$ cat src/rtl/pulse_width_meter_pkg.sv
// Shared types and helpers for the pulse width meter.
package pulse_width_meter_pkg;

  typedef enum logic [1:0] {
    IDLE = 2'd0,
    HIGH = 2'd1,
    LOW  = 2'd2
  } state_e;

  // All-ones value of a w-bit saturating counter (w < 32).
  function automatic logic [31:0] sat_max(input int unsigned w);
    return (32'd1 << w) - 32'd1;
  endfunction

endpackage

$ cat src/rtl/pulse_width_meter_out_reg.sv
// Single-entry record holder: valid/ready output, a new record replaces
// the old one on the accept cycle, otherwise a blocked record is dropped
// and counted in a saturating counter.
module pulse_width_meter_out_reg
  import pulse_width_meter_pkg::*;
#(
  parameter int RecW      = 18,
  parameter int DropWidth = 8
) (
  input  logic                 clk_i,
  input  logic                 rst_ni,
  input  logic                 clear_i,
  input  logic                 in_valid_i,
  input  logic [RecW-1:0]      in_rec_i,
  output logic                 out_valid_o,
  input  logic                 out_ready_i,
  output logic [RecW-1:0]      out_rec_o,
  output logic [DropWidth-1:0] drop_cnt_o
);

  localparam logic [DropWidth-1:0] MaxDrop = DropWidth'(sat_max(DropWidth));
  localparam logic [DropWidth-1:0] DropOne = DropWidth'(1);

  logic accept;
  assign accept = out_valid_o & out_ready_i;

  // Hold/replace/drop the single output record.
  always_ff @(posedge clk_i) begin
    if (!rst_ni || clear_i) begin
      out_valid_o <= 1'b0;
      out_rec_o   <= '0;
      drop_cnt_o  <= '0;
    end else if (in_valid_i) begin
      if (!out_valid_o || accept) begin
        out_valid_o <= 1'b1;
        out_rec_o   <= in_rec_i;
      end else if (drop_cnt_o != MaxDrop) begin
        drop_cnt_o  <= drop_cnt_o + DropOne;
      end
    end else if (accept) begin
      out_valid_o <= 1'b0;
    end
  end

endmodule

$ cat src/rtl/pulse_width_meter.sv
// Pulse width meter: measures high/low pulse widths in en_i samples from
// upstream edge strobes and emits one record per completed pulse.
// Optional macro PULSE_WIDTH_METER_TIMEOUT_EN: a pulse reaching the max
// width is reported once (sat=1) and the FSM returns to IDLE.
module pulse_width_meter
  import pulse_width_meter_pkg::*;
#(
  parameter int CntWidth  = 16,
  parameter int DropWidth = 8
) (
  input  logic                 clk_i,
  input  logic                 rst_ni,
  input  logic                 en_i,
  input  logic                 clear_i,
  input  logic                 r_edge_i,
  input  logic                 f_edge_i,
  output logic                 meas_valid_o,
  input  logic                 meas_ready_i,
  output logic [CntWidth-1:0]  meas_width_o,
  output logic                 meas_level_o,
  output logic                 meas_sat_o,
  output logic                 proto_err_o,
  output logic [DropWidth-1:0] drop_cnt_o
);

  typedef struct packed {
    logic                sat;
    logic                level;
    logic [CntWidth-1:0] width;
  } rec_t;

  localparam logic [CntWidth-1:0] MaxCnt = CntWidth'(sat_max(CntWidth));
  localparam logic [CntWidth-1:0] CntOne = CntWidth'(1);

  state_e              state_q, state_d;
  logic [CntWidth-1:0] cnt_q, cnt_d;
  logic                err_q, err_d;
  logic                rec_vld;
  rec_t                rec, rec_out;
  rec_t                edge_rec;

  // Record content if the pulse closes at this edge: width = cnt+1, saturated.
  always_comb begin
    edge_rec       = '0;
    edge_rec.sat   = (cnt_q == MaxCnt);
    edge_rec.level = (state_q == HIGH);
    edge_rec.width = (cnt_q == MaxCnt) ? MaxCnt : cnt_q + CntOne;
  end

  // Next-state, counter and record generation; nothing moves without en_i.
  always_comb begin
    state_d = state_q;
    cnt_d   = cnt_q;
    err_d   = 1'b0;
    rec_vld = 1'b0;
    rec     = edge_rec;
    if (en_i) begin
      if (r_edge_i && f_edge_i) begin
        err_d   = 1'b1;
        state_d = IDLE;
        cnt_d   = '0;
      end else if (r_edge_i || f_edge_i) begin
        cnt_d = '0;
        unique case (state_q)
          IDLE: state_d = r_edge_i ? HIGH : LOW;
          HIGH: begin
            if (f_edge_i) begin
              rec_vld = 1'b1;
              state_d = LOW;
            end else begin
              err_d = 1'b1;
            end
          end
          LOW: begin
            if (r_edge_i) begin
              rec_vld = 1'b1;
              state_d = HIGH;
            end else begin
              err_d = 1'b1;
            end
          end
          default: state_d = IDLE;
        endcase
      end else if (state_q != IDLE) begin
`ifdef PULSE_WIDTH_METER_TIMEOUT_EN
        if (cnt_q == MaxCnt - CntOne) begin
          // Stuck line: report once at max width, then wait for a fresh edge.
          rec_vld   = 1'b1;
          rec.sat   = 1'b1;
          rec.width = MaxCnt;
          state_d   = IDLE;
          cnt_d     = '0;
        end else begin
          cnt_d = cnt_q + CntOne;
        end
`else
        if (cnt_q != MaxCnt) cnt_d = cnt_q + CntOne;
`endif
      end
    end
  end

  // FSM, counter and error pulse registers; clear behaves like reset.
  always_ff @(posedge clk_i) begin
    if (!rst_ni || clear_i) begin
      state_q <= IDLE;
      cnt_q   <= '0;
      err_q   <= 1'b0;
    end else begin
      state_q <= state_d;
      cnt_q   <= cnt_d;
      err_q   <= err_d;
    end
  end

  pulse_width_meter_out_reg #(
    .RecW      ($bits(rec_t)),
    .DropWidth (DropWidth)
  ) u_out_reg (
    .clk_i       (clk_i),
    .rst_ni      (rst_ni),
    .clear_i     (clear_i),
    .in_valid_i  (rec_vld),
    .in_rec_i    (rec),
    .out_valid_o (meas_valid_o),
    .out_ready_i (meas_ready_i),
    .out_rec_o   (rec_out),
    .drop_cnt_o  (drop_cnt_o)
  );

  assign meas_width_o = rec_out.width;
  assign meas_level_o = rec_out.level;
  assign meas_sat_o   = rec_out.sat;
  assign proto_err_o  = err_q;

endmodule

$ cat config.mk
export PLATFORM = sky130hd
export DESIGN_NAME = pulse_width_meter
export DESIGN_NICKNAME = d
export VERILOG_FILES = /design/src/rtl/pulse_width_meter_pkg.sv /design/src/rtl/pulse_width_meter_out_reg.sv /design/src/rtl/pulse_width_meter.sv
export SDC_FILE = /design/constraint.sdc
export NUM_CORES = 1
export LEC_CHECK = 0
export BUFFER_PORTS_ARGS = -buffer_cell sky130_fd_sc_hd__buf_4
export CORE_ASPECT_RATIO = 1.75
export CORE_UTILIZATION = 30
export DETAILED_ROUTE_END_ITERATION = 10
export HOLD_SLACK_MARGIN = 0.08
export PLACE_DENSITY_LB_ADDON = 0.05
export SKIP_CTS_REPAIR_TIMING = 1
export SLEW_MARGIN = 20
export SYNTH_ARGS = -nofsm -noshare
export SYNTH_HDL_FRONTEND = slang
export SYNTH_SLANG_ARGS = --single-unit
$ cat constraint.sdc
create_clock -name clk_i -period 2 [get_ports clk_i]
set_clock_uncertainty 0.1 [all_clocks]
set_input_delay 0.1 -clock clk_i [delete_from_list [all_inputs] [get_ports clk_i]]
set_output_delay 0.1 -clock clk_i [all_outputs]
set_load 0.02 [all_outputs]
==> results of run 1 <==
-- final timing paths --
kind                                                             end  slack, ps
worst max-delay path            u_out_reg.drop_cnt_o[5]$_SDFFE_PP0P_         -5
worst min register to register  u_out_reg.out_rec_o[17]$_SDFFE_PP0P_        360
worst max register to register  u_out_reg.drop_cnt_o[5]$_SDFFE_PP0P_         -5
worst min-delay path                          proto_err_o$_SDFF_PP0_         80
-- synth_stat cells (6+ instances only) --
cell type,number,area [µm²]
sky130_fd_sc_hd__a21oi_1,24,120
sky130_fd_sc_hd__clkbuf_1,6,22.5
sky130_fd_sc_hd__dfxtp_1,46,921
sky130_fd_sc_hd__inv_1,11,41.3
sky130_fd_sc_hd__nand2_1,19,71.3
sky130_fd_sc_hd__nand3_1,9,45.0
sky130_fd_sc_hd__nor2_1,15,56.3
sky130_fd_sc_hd__nor3_1,7,35.0
sky130_fd_sc_hd__nor4_1,10,62.6
sky130_fd_sc_hd__o211ai_1,9,67.6
sky130_fd_sc_hd__o21ai_0,22,110
sky130_fd_sc_hd__o31ai_1,6,45.0
sky130_fd_sc_hd__xnor2_1,7,61.3
-- worst register-to-register path, delay by kind of cell, from the launching register on --
kind                       cells  cell delay (ps)
DFF                            1              370
AOI/OAI and AO/OA              2              670
adders and majority gates      1              130
buffers and inverters          1               70
and+or+nand+nor                2              590
-- final cells by class --
type	instances	share of cell area
clock buffer	7	0.0415
inverter	11	0.0127
timing repair buffer	98	0.225
multi-input combinational	201	0.417
clock inverter	1	0.00146
tap	88	0.0320
sequential	46	0.271
-- routing by layer --
| layer | vias to the layer above | GRT usage |
|---|---|---|
| li1 | 1203 | - |
| met3 | 8 | 0.0345 |
| met1 | 1132 | 0.194 |
| met2 | 46 | 0.333 |
| met4 | 0 | 0.0765 |
| met5 | - | 0 |
-- cells by family after synthesis --
logic type | after synthesis | share of synthesized area
XOR/XNOR | 9 | 0.0335
multiplexers | 4 | 0.0176
AND/OR/NAND/NOR | 93 | 0.223
buffers and inverters | 24 | 0.0511
adder cells (fa/ha/maj) | 5 | 0.0266
flip-flops | 46 | 0.391
AO/OA/AOI/OAI | 90 | 0.256
-- through the flow --
| stage | instances | worst slack [ps] |
|---|---|---|
| floorplan | 271 | -1.91 |
| global placement | 436 | -40.1 |
| detailed placement | 436 | -68.1 |
| CTS | 444 | -86.6 |
| global route | 452 | -73.0 |
| finish | 452 | -5.41 |
-- report_power, final --
| part | switching (µW) | internal [µW] |
|---|---|---|
| clock | 355 | 496 |
| combinational | 55.9 | 47.0 |
| sequential | 2.24 | 915 |
-- sequential cells by signal, summed over array words and instances (netlist names) --
name and cells:
u_out_reg.out_valid_o 1, u_out_reg.drop_cnt_o 8, state_q 2, u_out_reg.out_rec_o 18, proto_err_o 1, cnt_q 16
-- cells in the final DEF, fill, tap and decap left out, types with 4 or more instances in the layout --
master                      instances
sky130_fd_sc_hd__nand3_1            9
sky130_fd_sc_hd__nand2_1           19
sky130_fd_sc_hd__buf_4             91
sky130_fd_sc_hd__xnor2_1            7
sky130_fd_sc_hd__clkbuf_16          5
sky130_fd_sc_hd__o31ai_1            6
sky130_fd_sc_hd__inv_1              9
sky130_fd_sc_hd__nand2b_1           4
sky130_fd_sc_hd__a21oi_1           23
sky130_fd_sc_hd__o211ai_1           9
sky130_fd_sc_hd__dfxtp_1           41
sky130_fd_sc_hd__o2bb2ai_1          5
sky130_fd_sc_hd__nor3_1             7
sky130_fd_sc_hd__or4_4              4
sky130_fd_sc_hd__nor4_1             6
sky130_fd_sc_hd__o21ai_0           21
sky130_fd_sc_hd__nor2_1            14
==> results.md, run 1 <==
| Result | Reported |
| --- | --- |
| Net count, final | 375 |
| Total overflow reported by the global router | 0 |
| Crit Reg-Reg Startpoint | state_q[0]$_SDFFE_PP0P_ |
| Met2 WL post-DR | 4.13 mm |
| Worst Path Arrival | 2110 ps |
| Critical path class | reg -> reg |
| Clock insertion delay at the later pin of the skew report | 290 ps |
| Period utilisation layout | 1.00 |
| First-pass GRT wire length | 11.0 mm |
| Antenna cell count | 0 |
| Post-placement cell area | 3110 µm² |
| Most used DFF post-synth | sky130_fd_sc_hd__dfxtp_1 |
| Ratio of total power to cell area | 544 nW/µm² |
| Number of antenna violations at the first check in global routing | 0 |
| Worst hold-check slack | 78.5 ps |
| Die Width | 68.9 µm |
| Distinct cell type count of the synthesized netlist | 56 |
| I/O Buffers | 34 |
| EDFF count, synth | 0 |
| Violations in the final reports | negative setup slack |
| Count of fill cells added during filler insertion | 755 |
| Routed Wire Length | 7.38 mm |
| Final Total Pwr | 1870 µW |
| Critical path's slowest cell | sky130_fd_sc_hd__a2111o_1 |
| Sequential cell area | 932 µm² |
| Crit path from | state_q[0]$_SDFFE_PP0P_ |
| Slew margin rel. | 0.607 |
| Placeable core region | 7570 µm² |
| Startpoint Class | register |
| Gp weighted congestion | 0.834 |
| Total leakage power | 0.00130 µW |
| Post-synth ARST share | 0 |
| Slew at the pin with the worst max-slew slack | 590 ps |
| RSZ-0062 raised after global routing | yes |
| Cell breakdown of the critical path | inv_4, ha_4, nand3b_1, a2111o_1, or4_1, a21oi_1 |
| Die height | 119 µm |
| Number of cells on the critical path | 6 |
| Max rail drop VDD | 332 µV |
| Bufs on Longest Clock Path | 2 |
| Clock-pin slew on the worst setup and hold paths | 70 ps |
| Number of maximum-capacitance constraint violations | 0 |
| Routed metal-1 wire length | 2.89 mm |
| Path category of the worst min-delay check | in -> reg |
| TritonCTS clock tree | yes |
| Result of the run | complete, but fails checks |
| Share of the yosys chip area belonging to registers | 0.391 |
| Endpoints failing setup | 1 |
| Length of the first detailed-routing pass in iterations | 4 |
| Maximum clock frequency | 499 MHz |
| Area growth, synth to finish | 46.2% |
| Routed met3 length | 226 µm |
| Least setup slack across all paths after layout | -5.41 ps |
| FF+latch count, synth | 46 |
| Buffering stage count on the worst path with inverters included | 1 |
| Core utilization of the finished layout | 0.454 |
| Initial Util | 0.311 |
| GRT Resource Usage Total | 0.184 |
| Post-Synthesis Net Count | 283 |
| # IOs | 35 |
| Fraction of final layout cells with drive strength greater than 1 | 0.385 |
| CTS root buf | sky130_fd_sc_hd__clkbuf_16 |
| Top Family by Delay on Critical Path | compound AO/OA/AOI/OAI gates |
| Post-synthesis average cell area | 8.68 µm² |
| Worst hold path startpoint | r_edge_i |
| Number of hold violations in the final report | 0 |
| Number of placement rows | 42 |
| Number of clock buffers inserted by TritonCTS | 5 |
| Post-synthesis instance area | 2350 µm² |
| Die Outline Area | 8210 µm² |
| Max layer used | met4 |
| Worst r2r path cells | 6 |
| Detail Placement HPWL | 5.41 mm |
| Area of all placed cells without fillers | 3440 µm² |
| Total negative slack | -5.41 ps |
| Worst Path Required | 2110 ps |
| Area used by multi-input combinational logic | 1430 µm² |
| Sink Count | 46 |
| Total number of yosys warnings | 0 |
| Critical path capture point type | register |
| Hold Path Stages | 3 |
| Worst Path Max Fanout | 6 |
| Critical Path Max Stage Delay | 520 ps |
| Pin count of the biggest net entering global routing | 30 |
| Number of levels in the clock H-tree | 2 |
| Post-route antenna net violation count | 0 |
| Minimum period implied by the final worst setup slack | 2010 ps |
| Routed vias | 2389 |
| Count of final max-slew check failures | 0 |
| Number of design rule violations left after detail routing | 0 |
| DR iter-0 viols | 93 |
| Routed length per placed instance | 16.3 µm |
| Vias per cell | 5.29 |
| Post-Synthesis Cells | 271 |
| Vias in the first global route | 2231 |
(Power assumes the default switching activity.)
==> run 2, diff against run 1 <==
--- a/config.mk
+++ b/config.mk
@@ -11,6 +11,8 @@
 export DETAILED_ROUTE_END_ITERATION = 10
 export HOLD_SLACK_MARGIN = 0.08
 export PLACE_DENSITY_LB_ADDON = 0.05
+export RECOVER_POWER = 100
+export SETUP_SLACK_MARGIN = 0.3
 export SKIP_CTS_REPAIR_TIMING = 1
 export SLEW_MARGIN = 20
 export SYNTH_ARGS = -nofsm -noshare
==> results.md, run 2 (synthesized netlist as in run 1, its figures left out) <==
| Result | Reported | vs previous |
| --- | --- | --- |
| Largest register FFs | 18 | unchanged |
| I/O Buffers | 34 | unchanged |
| Slew at the pin with the worst max-slew slack | 713 ps | +123 ps |
| Minimum period implied by the final worst setup slack | 2010 ps | +6.91 ps |
| Final Total Pwr | 2100 µW | +12% |
| Result of the run | complete, but fails checks |  |
| Routed vias | 2343 | -1.9% |
| Total overflow reported by the global router | 0 | unchanged |
| Clock-pin slew on the worst setup and hold paths | 70 ps | about the same |
| Routed length per placed instance | 16.5 µm | +0.77% |
| DR iter-0 viols | 78 | -16% |
| Number of clock buffers inserted by TritonCTS | 5 | unchanged |
| Ratio of total power to cell area | 600 nW/µm² | +10% |
| TritonCTS clock tree | yes |  |
| Worst Path Required | 2110 ps | about the same |
| CTS root buf | sky130_fd_sc_hd__clkbuf_16 |  |
| Fraction of final layout cells with drive strength greater than 1 | 0.368 | -0.0166 |
| Minimum setup slack after placement | 6.07 ps | +74.1 ps |
| First-pass GRT wire length | 11.2 mm | +2.0% |
| Critical path capture point type | register |  |
| Critical path class | reg -> reg |  |
| Die Outline Area | 8210 µm² | unchanged |
| Length of the first detailed-routing pass in iterations | 4 | unchanged |
| Placeable core region | 7570 µm² | unchanged |
| Gp weighted congestion | 0.820 | -1.7% |
| Least setup slack across all paths after layout | -12.3 ps | -6.91 ps |
| Number of maximum-capacitance constraint violations | 0 | unchanged |
| Die height | 119 µm | unchanged |
| Number of levels in the clock H-tree | 2 | unchanged |
| Vias per cell | 5.28 | -0.16% |
| Endpoints failing setup | 1 | unchanged |
| Pin count of the biggest net entering global routing | 16 | -47% |
| Startpoint Class | register |  |
| Path category of the worst min-delay check | in -> reg |  |
| RSZ-0062 raised after global routing | yes |  |
| Antenna cell count | 0 | unchanged |
| Count of final max-slew check failures | 0 | unchanged |
| Period utilisation layout | 1.01 | +0.00345 |
| Number of antenna violations at the first check in global routing | 0 | unchanged |
| Total leakage power | 0.00119 µW | -9.1% |
| Number of placement rows | 42 | unchanged |
| # IOs | 35 | unchanged |
| Most frequent cells in the layout | sky130_fd_sc_hd__buf_4, sky130_fd_sc_hd__dfxtp_1, sky130_fd_sc_hd__clkbuf_1, sky130_fd_sc_hd__o21ai_0, sky130_fd_sc_hd__nand2_1 |  |
| Clock insertion delay at the later pin of the skew report | 290 ps | about the same |
| Leading cell type in the layout, fill and taps excluded | sky130_fd_sc_hd__buf_4 |  |
| Sink Count | 46 | unchanged |
| Slew margin rel. | 0.525 | -0.0820 |
| Number of hold violations in the final report | 0 | unchanged |
| Registers with the most flip-flops | u_out_reg.out_rec_o: 18 flops, cnt_q: 16 flops, u_out_reg.drop_cnt_o: 8 flops |  |
| Post-route antenna net violation count | 0 | unchanged |
| GRT Resource Usage Total | 0.186 | +0.00288 |
| Worst Path Arrival | 2130 ps | +20 ps |
| Largest Register | u_out_reg.out_rec_o |  |
| Area growth, synth to finish | 48.7% |  |
| Worst Path Max Fanout | 5 | -1 |
| Number of design rule violations left after detail routing | 0 | unchanged |
| Maximum clock frequency | 497 MHz | -0.34% |
| Routed Wire Length | 7.31 mm | -1.0% |
| Vias in the first global route | 2250 | +0.85% |
| Initial Util | 0.311 | unchanged |
| Bufs on Longest Clock Path | 2 | unchanged |
| Max rail drop VDD | 393 µV | +18% |
| Violations in the final reports | negative setup slack |  |
| Detail Placement HPWL | 5.14 mm | -5.1% |
| Die Width | 68.9 µm | unchanged |
| Net count, final | 367 | -2.1% |
## run 2: layout make-up
cell class	instances	area [µm²]
multi-input cells	201	1570
fillers	774	4070
repair buffers	90	636
flip-flops and latches	46	947
clock buffers	5	125
clock inverters	3	63.8
inverters	11	46.3
well taps	88	110
## run 2: layer usage
metal | GRT usage | wire length, µm
met5 | 0 | 0
met4 | 0.0778 | 172
met3 | 0.0354 | 239
met2 | 0.304 | 3670
met1 | 0.230 | 3220
## run 2: metrics by stage
stage / instance area, µm² / utilization / hold WS [ps] / TNS [ps] / std cells
after floorplan: 2470 / - / 194 / 0 / 271
after global placement: 3090 / 0.408 / 345 / 0 / 423
after detailed placement: 3090 / 0.408 / 343 / 0 / 423
after CTS: 3280 / 0.433 / 34.1 / -32.1 / 431
after global routing: 3500 / 0.462 / 87.3 / -344 / 444
final: 3500 / 0.462 / 33.2 / -12.3 / 444
## run 2: worst max-delay path, cell delays in order, from the launching register on
cell	delay, ps
sky130_fd_sc_hd__dfxtp_4	390
sky130_fd_sc_hd__inv_4	60
sky130_fd_sc_hd__ha_4	270
sky130_fd_sc_hd__nand2_2	60
sky130_fd_sc_hd__a2111o_1	430
sky130_fd_sc_hd__or4_4	510
sky130_fd_sc_hd__a21oi_2	120
## run 2: power breakdown
part           internal, µW  switching (µW)
logic                  45.7            57.6
clock network           712             367
registers               911            2.60
total                  1670             428
## run 2: final timing paths
path | startpoint | to | slack (ps) | cells after the start
worst min register to register | u_out_reg.out_rec_o[17]$_SDFFE_PP0P_ | u_out_reg.out_rec_o[17]$_SDFFE_PP0P_ | 380 | 2
worst min-delay path | clear_i | u_out_reg.out_rec_o[1]$_SDFFE_PP0P_ | 30 | 4
worst max-delay path | state_q[1]$_SDFFE_PP0P_ | u_out_reg.drop_cnt_o[5]$_SDFFE_PP0P_ | -10 | 6
worst max register to register | state_q[1]$_SDFFE_PP0P_ | u_out_reg.drop_cnt_o[5]$_SDFFE_PP0P_ | -10 | 6
